### src/rtl/instr_assembler_pkg.sv
// rtl/instr_assembler_pkg.sv - opcode constants, op-class and FSM state types
package instr_assembler_pkg;

  localparam logic [5:0] OP_RTYPE = 6'b000000;
  localparam logic [5:0] OP_BEQ   = 6'b000100;
  localparam logic [5:0] OP_BNE   = 6'b000101;
  localparam logic [5:0] OP_SW    = 6'b101011;
  localparam logic [5:0] OP_LW    = 6'b100011;
  localparam logic [5:0] OP_ADDI  = 6'b001000;
  localparam logic [5:0] OP_J     = 6'b000010;
  localparam logic [5:0] OP_LUI   = 6'b001111;

  typedef enum logic [2:0] {
    OPC_RTYPE = 3'd0,
    OPC_BEQ   = 3'd1,
    OPC_BNE   = 3'd2,
    OPC_SW    = 3'd3,
    OPC_LW    = 3'd4,
    OPC_ADDI  = 3'd5,
    OPC_J     = 3'd6,
    OPC_LUI   = 3'd7
  } op_class_e;

  typedef enum logic [1:0] {
    S_IDLE = 2'd0,
    S_LOAD = 2'd1,
    S_DONE = 2'd2,
    S_FULL = 2'd3
  } state_e;

endpackage

### src/rtl/instr_assembler_field_pack.sv
// rtl/instr_assembler_field_pack.sv - combinational MIPS field packer with branch offset math
module instr_field_pack
  import instr_assembler_pkg::*;
#(
  parameter int AW = 8
) (
  input  op_class_e     op,
  input  logic [4:0]    rs,
  input  logic [4:0]    rt,
  input  logic [4:0]    rd,
  input  logic [4:0]    shamt,
  input  logic [5:0]    funct,
  input  logic [15:0]   imm,
  input  logic [AW-1:0] target,
  input  logic [AW-1:0] addr,
  output logic [31:0]   word
);

  // Offset is relative to the word after the branch, in AW+1-bit two's complement.
  logic [AW:0]  off_n;
  logic [15:0]  off16;

  assign off_n = {1'b0, target} - {1'b0, addr} - (AW+1)'(1);

  generate
    if (AW >= 15) begin : g_off_trunc
      assign off16 = off_n[15:0];
    end else begin : g_off_sext
      assign off16 = {{(15-AW){off_n[AW]}}, off_n};
    end
  endgenerate

  always_comb begin
    word = '0;
    case (op)
      OPC_RTYPE: word = {OP_RTYPE, rs, rt, rd, shamt, funct};
      OPC_BEQ:   word = {OP_BEQ, rs, rt, off16};
      OPC_BNE:   word = {OP_BNE, rs, rt, off16};
      OPC_SW:    word = {OP_SW, rs, rt, imm};
      OPC_LW:    word = {OP_LW, rs, rt, imm};
      OPC_ADDI:  word = {OP_ADDI, rs, rt, imm};
      OPC_J:     word = {OP_J, {(26-AW){1'b0}}, target};
      OPC_LUI:   word = {OP_LUI, 5'b00000, rt, imm};
      default:   word = '0;
    endcase
  end

endmodule

### src/rtl/instr_assembler.sv
// rtl/instr_assembler.sv - load FSM, address counter and registered imem write port
module instr_assembler
  import instr_assembler_pkg::*;
#(
  parameter int IMEM_AW   = 8,
  parameter int BASE_ADDR = 0
) (
  input  logic               clk,
  input  logic               rst,
  input  logic               start,
  input  logic               in_valid,
  output logic               in_ready,
  input  logic [2:0]         in_op,
  input  logic [4:0]         in_rs,
  input  logic [4:0]         in_rt,
  input  logic [4:0]         in_rd,
  input  logic [4:0]         in_shamt,
  input  logic [5:0]         in_funct,
  input  logic [15:0]        in_imm,
  input  logic [IMEM_AW-1:0] in_target,
  input  logic               in_last,
  output logic               imem_we,
  output logic [IMEM_AW-1:0] imem_addr,
  output logic [31:0]        imem_wdata,
  output logic               busy,
  output logic               done,
  output logic               overflow
);

  localparam logic [IMEM_AW-1:0] BASE     = IMEM_AW'(BASE_ADDR);
  localparam logic [IMEM_AW-1:0] TOP_ADDR = '1;

  state_e             state;
  logic [IMEM_AW-1:0] addr;
  logic [31:0]        word;
  logic               accept;

  assign accept = in_valid && (state == S_LOAD);

  instr_field_pack #(.AW(IMEM_AW)) u_pack (
    .op     (op_class_e'(in_op)),
    .rs     (in_rs),
    .rt     (in_rt),
    .rd     (in_rd),
    .shamt  (in_shamt),
    .funct  (in_funct),
    .imm    (in_imm),
    .target (in_target),
    .addr   (addr),
    .word   (word)
  );

  always_ff @(posedge clk or posedge rst) begin
    if (rst) begin
      state      <= S_IDLE;
      addr       <= BASE;
      imem_we    <= 1'b0;
      imem_addr  <= '0;
      imem_wdata <= '0;
      in_ready   <= 1'b0;
      busy       <= 1'b0;
      done       <= 1'b0;
      overflow   <= 1'b0;
    end else begin
      imem_we <= accept;
      if (accept) begin
        imem_addr  <= addr;
        imem_wdata <= word;
      end
      // A word accepted alongside start lands at the old address; start governs what follows.
      if (start) begin
        state    <= S_LOAD;
        addr     <= BASE;
        in_ready <= 1'b1;
        busy     <= 1'b1;
        done     <= 1'b0;
        overflow <= 1'b0;
      end else if (accept) begin
        if (in_last) begin
          state    <= S_DONE;
          in_ready <= 1'b0;
          busy     <= 1'b0;
          done     <= 1'b1;
        end else if (addr == TOP_ADDR) begin
          state    <= S_FULL;
          in_ready <= 1'b0;
          busy     <= 1'b0;
          overflow <= 1'b1;
        end else begin
          addr <= addr + IMEM_AW'(1);
        end
      end
    end
  end

endmodule

### config.mk
export PLATFORM = sky130hd
export DESIGN_NAME = instr_assembler
export DESIGN_NICKNAME = d
export VERILOG_FILES = /design/src/rtl/instr_assembler_pkg.sv /design/src/rtl/instr_assembler_field_pack.sv /design/src/rtl/instr_assembler.sv
export SDC_FILE = /design/constraint.sdc
export NUM_CORES = 1
export LEC_CHECK = 0
export CORE_MARGIN = 1
export CORE_UTILIZATION = 50
export CTS_CLUSTER_SIZE = 25
export DETAILED_ROUTE_END_ITERATION = 6
export DONT_BUFFER_PORTS = 1
export GPL_TIMING_DRIVEN = 0
export PLACE_DENSITY = 0.72
export SLEW_MARGIN = 40
export SYNTH_ARGS = -nofsm -noshare
export SYNTH_HDL_FRONTEND = slang
export SYNTH_SLANG_ARGS = --single-unit
### constraint.sdc
create_clock -name clk -period 2.1 [get_ports clk]
set_input_delay 0.63 -clock clk [delete_from_list [all_inputs] [get_ports clk]]
set_output_delay 0.63 -clock clk [all_outputs]
set_load 0.01 [all_outputs]
---- Yosys cells after proc, flatten, opt, wreduce, memory -nomap -nowiden ----
Cells that the tools add are included.
storage, ports and cells
  register bits after elaboration ......... 54
  latch bits .............................. 0
  memory bits (writable) .................. 0
  bits in read-only memories .............. 0
  input bits .............................. 58
  output and inout port bits .............. 45
  word-level logic and storage cells ...... 52
  memories ................................ 0
cells by class
  $add $sub $neg .......................... 3
  multipliers ............................. 0
  div/mod/pow operators ................... 0
  magnitude comparators ................... 0
  equal/unequal tests ..................... 11
  shift operators ......................... 0
  multiplexer cells ....................... 20
  bitwise logic cells ..................... 0
  reductions and logical operators ........ 10
operator list
  kind                                                 count
  one-hot mux 32 bit (8 select lines)                  1
  two-way mux 8 bit                                    4
  equality test 3 bit, second input constant           4
  two-way mux 1 bit                                    11
  subtractor 8 x 8 -> 9 bit                            1
  subtractor 9 x 1 -> 9 bit, second input constant     1
  adder 8 x 1 -> 8 bit, second input constant          1
  equality test 8 bit, second input constant           1
  two-way mux 2 bit                                    4
  equality test 3 x 2 -> 1 bit, second input constant  2
  AND reduction 3 bit                                  2
  nonzero test 2 bit                                   3
  inequality test 2 bit, second input constant         2
  AND reduction 2 bit                                  2
  equality test 3 x 1 -> 1 bit, second input constant  1
  logical NOT 3 bit                                    1
  nonzero test 3 bit                                   1
  equality test 2 x 1 -> 1 bit, second input constant  1
  logical AND 1 bit                                    1

---- Depth between registers and ports, before layout ----
  word-level depth ........................ 5
  mapped depth ............................ 8

---- Modules after synthesis ----
From an unflattened synthesis, not the netlist that was laid out.
second synthesis, totals
  cell total of the unflattened synthesis .. 420
  area total of the unflattened synthesis .. 3397.0 µm²
modules (own cells, without submodules)
  module            times used  cells an instance  area an instance (µm²)  sequential area each (µm²)
  instr_assembler   1           232                2152.1                  1351.3
  instr_field_pack  1           188                1244.9                  0.0

---- Worst setup path before layout ----
No wires, ideal clock.
  path kind ............................... input -> register
  start ................................... input port in_target[0]
  end ..................................... register imem_wdata[10]
  setup time .............................. 0.073 ns
  data arrival time ....................... 2.238 ns
  slack ................................... -0.211 ns
  cell stages on the path ................. 7
  cell sequence ........................... ha_1 -> fa_1 -> a21o_1 -> a221oi_2 -> o21ai_1 -> o211a_4 -> a21oi_2
on the way
  cells in the longest elaborated chain, start to end .. 3
RTL lines
  item                                 RTL line                          RTL
  from (decl)                          instr_assembler.sv:20             input logic [IMEM_AW-1:0] in_target,
  subtractor 8 x 8 -> 9 bit            instr_assembler_field_pack.sv:23  assign off_n = {1'b0, target} - {1'b0, addr} - (AW+1)'(1);
  subtractor 9 x 1 -> 9 bit            instr_assembler_field_pack.sv:23
  one-hot mux 32 bit (8 select lines)  instr_assembler_field_pack.sv:35  case (op)
  to (signal assigned)                 instr_assembler.sv:68             imem_wdata <= word;
  to (decl)                            instr_assembler.sv:24             output logic [31:0] imem_wdata,
Every way passes these cells. The select of a mux whose other input is x is not followed.
A chain may end at the register's enable or synchronous reset.

---- Worst setup path after layout ----
  start ................................... register addr[0]
  end ..................................... register imem_wdata[15]
on the way
  cells in the longest elaborated chain, start to end .. 3
RTL lines
  item                                 RTL line                          RTL
  from (decl)                          instr_assembler.sv:34             logic [IMEM_AW-1:0] addr;
  from (signal assigned)               instr_assembler.sv:90             addr <= addr + IMEM_AW'(1);
  subtractor 8 x 8 -> 9 bit            instr_assembler_field_pack.sv:23
  subtractor 9 x 1 -> 9 bit            instr_assembler_field_pack.sv:23
  one-hot mux 32 bit (8 select lines)  instr_assembler_field_pack.sv:35
Every way passes these cells. The select of a mux whose other input is x is not followed.

==> metrics <==
net count after synthesis=379; Data required, critical path=2.34 ns; total clock sinks=53; HPWL after detailed placement=5.40 mm; Total Wirelength=7.27 mm; Clock Tree Buf Depth=2; failing checks=negative setup slack; area of the multi-input gates=0.00146 mm²; path length in cells of the critical path=8; wire length of the first global-routing pass=11.7 mm; Slowest cell on crit path=sky130_fd_sc_hd__dfrtp_1; worst clock skew on the final layout=0.00502 ns; Yosys reg bits=53; mean instance size in the synthesized netlist=9.24 µm²; count of endpoints failing hold in the final timing report=0; max layer used=met4; growth of design area from synthesis to finish=10.5%; commonest non-fill, non-tap cell in the layout=sky130_fd_sc_hd__dfrtp_1; vias per cell=5.95; design area=0.00318 mm²; gate count after technology mapping=311; summed instance area of the synthesized netlist=0.00287 mm²; worst stage delay on the critical path=0.37 ns; Critical R2R Launch=addr[0]$_DFFE_PP0P_; total core area=0.00551 mm²; number of H-tree levels=2; post-layout worst setup margin=-0.00413 ns; overall track demand over capacity in global routing=24.9%; clock root buffer=sky130_fd_sc_hd__clkbuf_8; number of detailed-route iterations in the first pass=4; met1 wire length=3.06 mm; sequential share of the synthesized area=46.1%; clock-pin slew on the worst setup and hold paths=0.09 ns; setup repair after global routing missed its margin=yes; worst-margin pin slew=0.590 ns; leak pwr=1.37 nW; Critical Path Start=addr[0]$_DFFE_PP0P_; count of hold buffers inserted by post-cts repair=0; highest achievable clock rate=0.475 GHz; post-synthesis async set-or-reset flop share=100%; TritonCTS buffer count=5; count of vias placed by the detailed router=2,361; sum of buffers and inverters on the critical path=1; width of the chip=77.8 µm; IO Count=103; post-route clock period utilization=100%; number of global-route vias before repair=2,395; result of the run=finished, violations left; largest area contributor in the synthesized netlist=sky130_fd_sc_hd__dfrtp_1; startpoint-to-endpoint class of the critical path=register to register; met2 WL post-DR=3.33 mm; cell breakdown of the critical path=inv_2 > ha_4 > fa_2 > a21o_1 > a221oi_4 > o21ai_2 > o211a_4 > a21oi_2; filler instances=491; count of buffers inserted at the top-level ports=0; grt total ovfl=0; routed length per instance=18.3 µm; Max Fanout on Critical Path=8; instance area after placement=0.00300 mm²; Slew Limit Fails=0; count of unresolved DRC violations after routing=0; antenna violations before repair=1; Final Setup Violations=1; slew margin rel.=60.7%; area of all sequential standard cells=0.00133 mm²; starting density of the core=52.2%; final critical path time including I/O delays and setup=2.10 ns; clk_lat worst skew=0.31 ns; number of violations reported at the end of detailed-routing iteration 0=132; maximum VDD drop=0.000351 V; capturing element type of the critical path=register; library cells used by synthesis=47; remaining antenna violation count after routing=0; Fin Hold WS=0.156 ns; most used flip-flop cell after synthesis=sky130_fd_sc_hd__dfrtp_1; largest cells by area after synthesis=sky130_fd_sc_hd__dfrtp_1, sky130_fd_sc_hd__nand2_1, sky130_fd_sc_hd__ha_1; number of rows created at floorplan=27; commonest cells after routing, fill and taps aside=sky130_fd_sc_hd__dfrtp_1, sky130_fd_sc_hd__nand2_1, sky130_fd_sc_hd__nor2_1; Power Dens Cells=753 mW/mm²; CTS tree=built; number of enable flip-flop cells after synthesis=0; height of the chip=77.8 µm; crit path to=imem_wdata[15]$_DFFE_PP0P_; critical register-to-register path endpoint=imem_wdata[15]$_DFFE_PP0P_; met3 wire len=745 µm; Synth Warn #=0; final net count=391; Max-cap violations=0; Register-to-Register Path Depth=8; largest net degree at the start of global routing=29; share of cells above drive strength 1=15.1%; full die area=0.00606 mm²; area share of the largest cell type after synthesis=46.1%; setup slack of the worst register-to-register path=-0.004 ns; data arrival time of the critical path=2.35 ns; startpoint kind of the worst setup timing path=register; path category of the worst min-delay check=input port to asynchronous set/reset pin; RD Place Congestion=0.884; Top Family by Delay on Critical Path=compound AO/OA/AOI/OAI gates
==> routing by layer <==
metal	vias to the layer above	track usage (%)
met1	1143	31.5
li1	1119	-
met4	0	8.49
met2	89	38.6
met5	-	0
met3	10	9.76
==> cells in the mapped netlist, types with 5 or more instances <==
library cell	n
sky130_fd_sc_hd__dfrtp_1	53
sky130_fd_sc_hd__nand2_1	46
sky130_fd_sc_hd__nor2_1	24
sky130_fd_sc_hd__a21oi_1	20
sky130_fd_sc_hd__inv_1	17
sky130_fd_sc_hd__o21ai_0	17
sky130_fd_sc_hd__nand3_1	14
sky130_fd_sc_hd__o22ai_1	12
sky130_fd_sc_hd__xnor2_1	11
sky130_fd_sc_hd__ha_1	9
sky130_fd_sc_hd__a21oi_2	8
sky130_fd_sc_hd__buf_2	7
sky130_fd_sc_hd__nor3_1	7
sky130_fd_sc_hd__clkbuf_1	6
sky130_fd_sc_hd__a21o_1	5
sky130_fd_sc_hd__a22o_1	5
==> area by class of cell <==
class / count / share of cell area (%)
timing repair buffer: 5 / 1.58
clock buffer: 7 / 3.03
sequential: 53 / 41.8
clock inverter: 1 / 0.158
buffer: 16 / 2.64
multi-input combinational: 225 / 45.8
tap: 72 / 2.84
antenna: 1 / 0.0788
inverter: 17 / 2.09
==> worst min-delay path by stage <==
stage                                     from                          to  slack, ns  cells past startpoint
after floorplan           state[0]$_DFFE_PP0P_        state[0]$_DFFE_PP0P_       0.47                      1
after global placement    state[0]$_DFFE_PP0P_        state[0]$_DFFE_PP0P_       0.48                      1
after detailed placement                   rst  imem_wdata[25]$_DFFE_PP0P_       0.49                      1
after CTS                                  rst  imem_wdata[25]$_DFFE_PP0P_       0.16                      1
after global routing                       rst  imem_wdata[22]$_DFFE_PP0P_       0.17                      1
final                                      rst  imem_wdata[22]$_DFFE_PP0P_       0.16                      1
==> cells by family after synthesis <==
group,synth area share [%]
xor gates and xnor gates,3.66
DFF,46.1
other,0.130
AOI/OAI and AO/OA,22.1
adders and majority gates,4.61
and+or+nand+nor,17.0
buffers and inverters,5.14
muxes,1.22
==> power by group <==
group	internal, mW	switching, mW	leakage, nW
logic	0.192	0.272	0.647
clock network	0.299	0.328	0.0542
registers	1.15	0.150	0.666
==> state kept, by name (all words and copies together), names as in the netlist <==
| name | count |
|---|---|
| imem_we | 1 |
| state | 2 |
| done | 1 |
| overflow | 1 |
| imem_addr | 8 |
| imem_wdata | 31 |
| addr | 8 |
| busy | 1 |
==> worst register-to-register path, stage by stage, from the launching register on <==
cell and delay (ns):
sky130_fd_sc_hd__dfrtp_1 0.37, sky130_fd_sc_hd__inv_2 0.06, sky130_fd_sc_hd__ha_4 0.16, sky130_fd_sc_hd__fa_2 0.34
sky130_fd_sc_hd__a21o_1 0.23, sky130_fd_sc_hd__a221oi_4 0.31, sky130_fd_sc_hd__o21ai_2 0.11, sky130_fd_sc_hd__o211a_4 0.32
sky130_fd_sc_hd__a21oi_2 0.14
==> timing repair <==
action                     in CTS  in global routing
gates cloned                    0                  0
setup endpoints to repair       8                 13
pin swaps                       2                  9
resized for setup               1                  9
buffers inserted                1                  3
hold endpoints to repair        0                  0
==> metrics by stage <==
step	utilization, %	power, mW	cells	setup slack (ns)	TNS [ns]
2_1_floorplan	-	1.65	311	-0.0831	-0.544
3_3_place_gp	54.1	1.74	383	-0.359	-20.43
3_5_place_dp	54.5	1.76	384	-0.230	-1.91
4_1_cts	56.7	2.39	393	0.00404	0
5_1_grt	57.7	2.51	397	-0.0880	-0.673
6_report	57.7	2.39	397	-0.00413	-0.00413
Note: power is estimated with default switching activity, not from simulation.
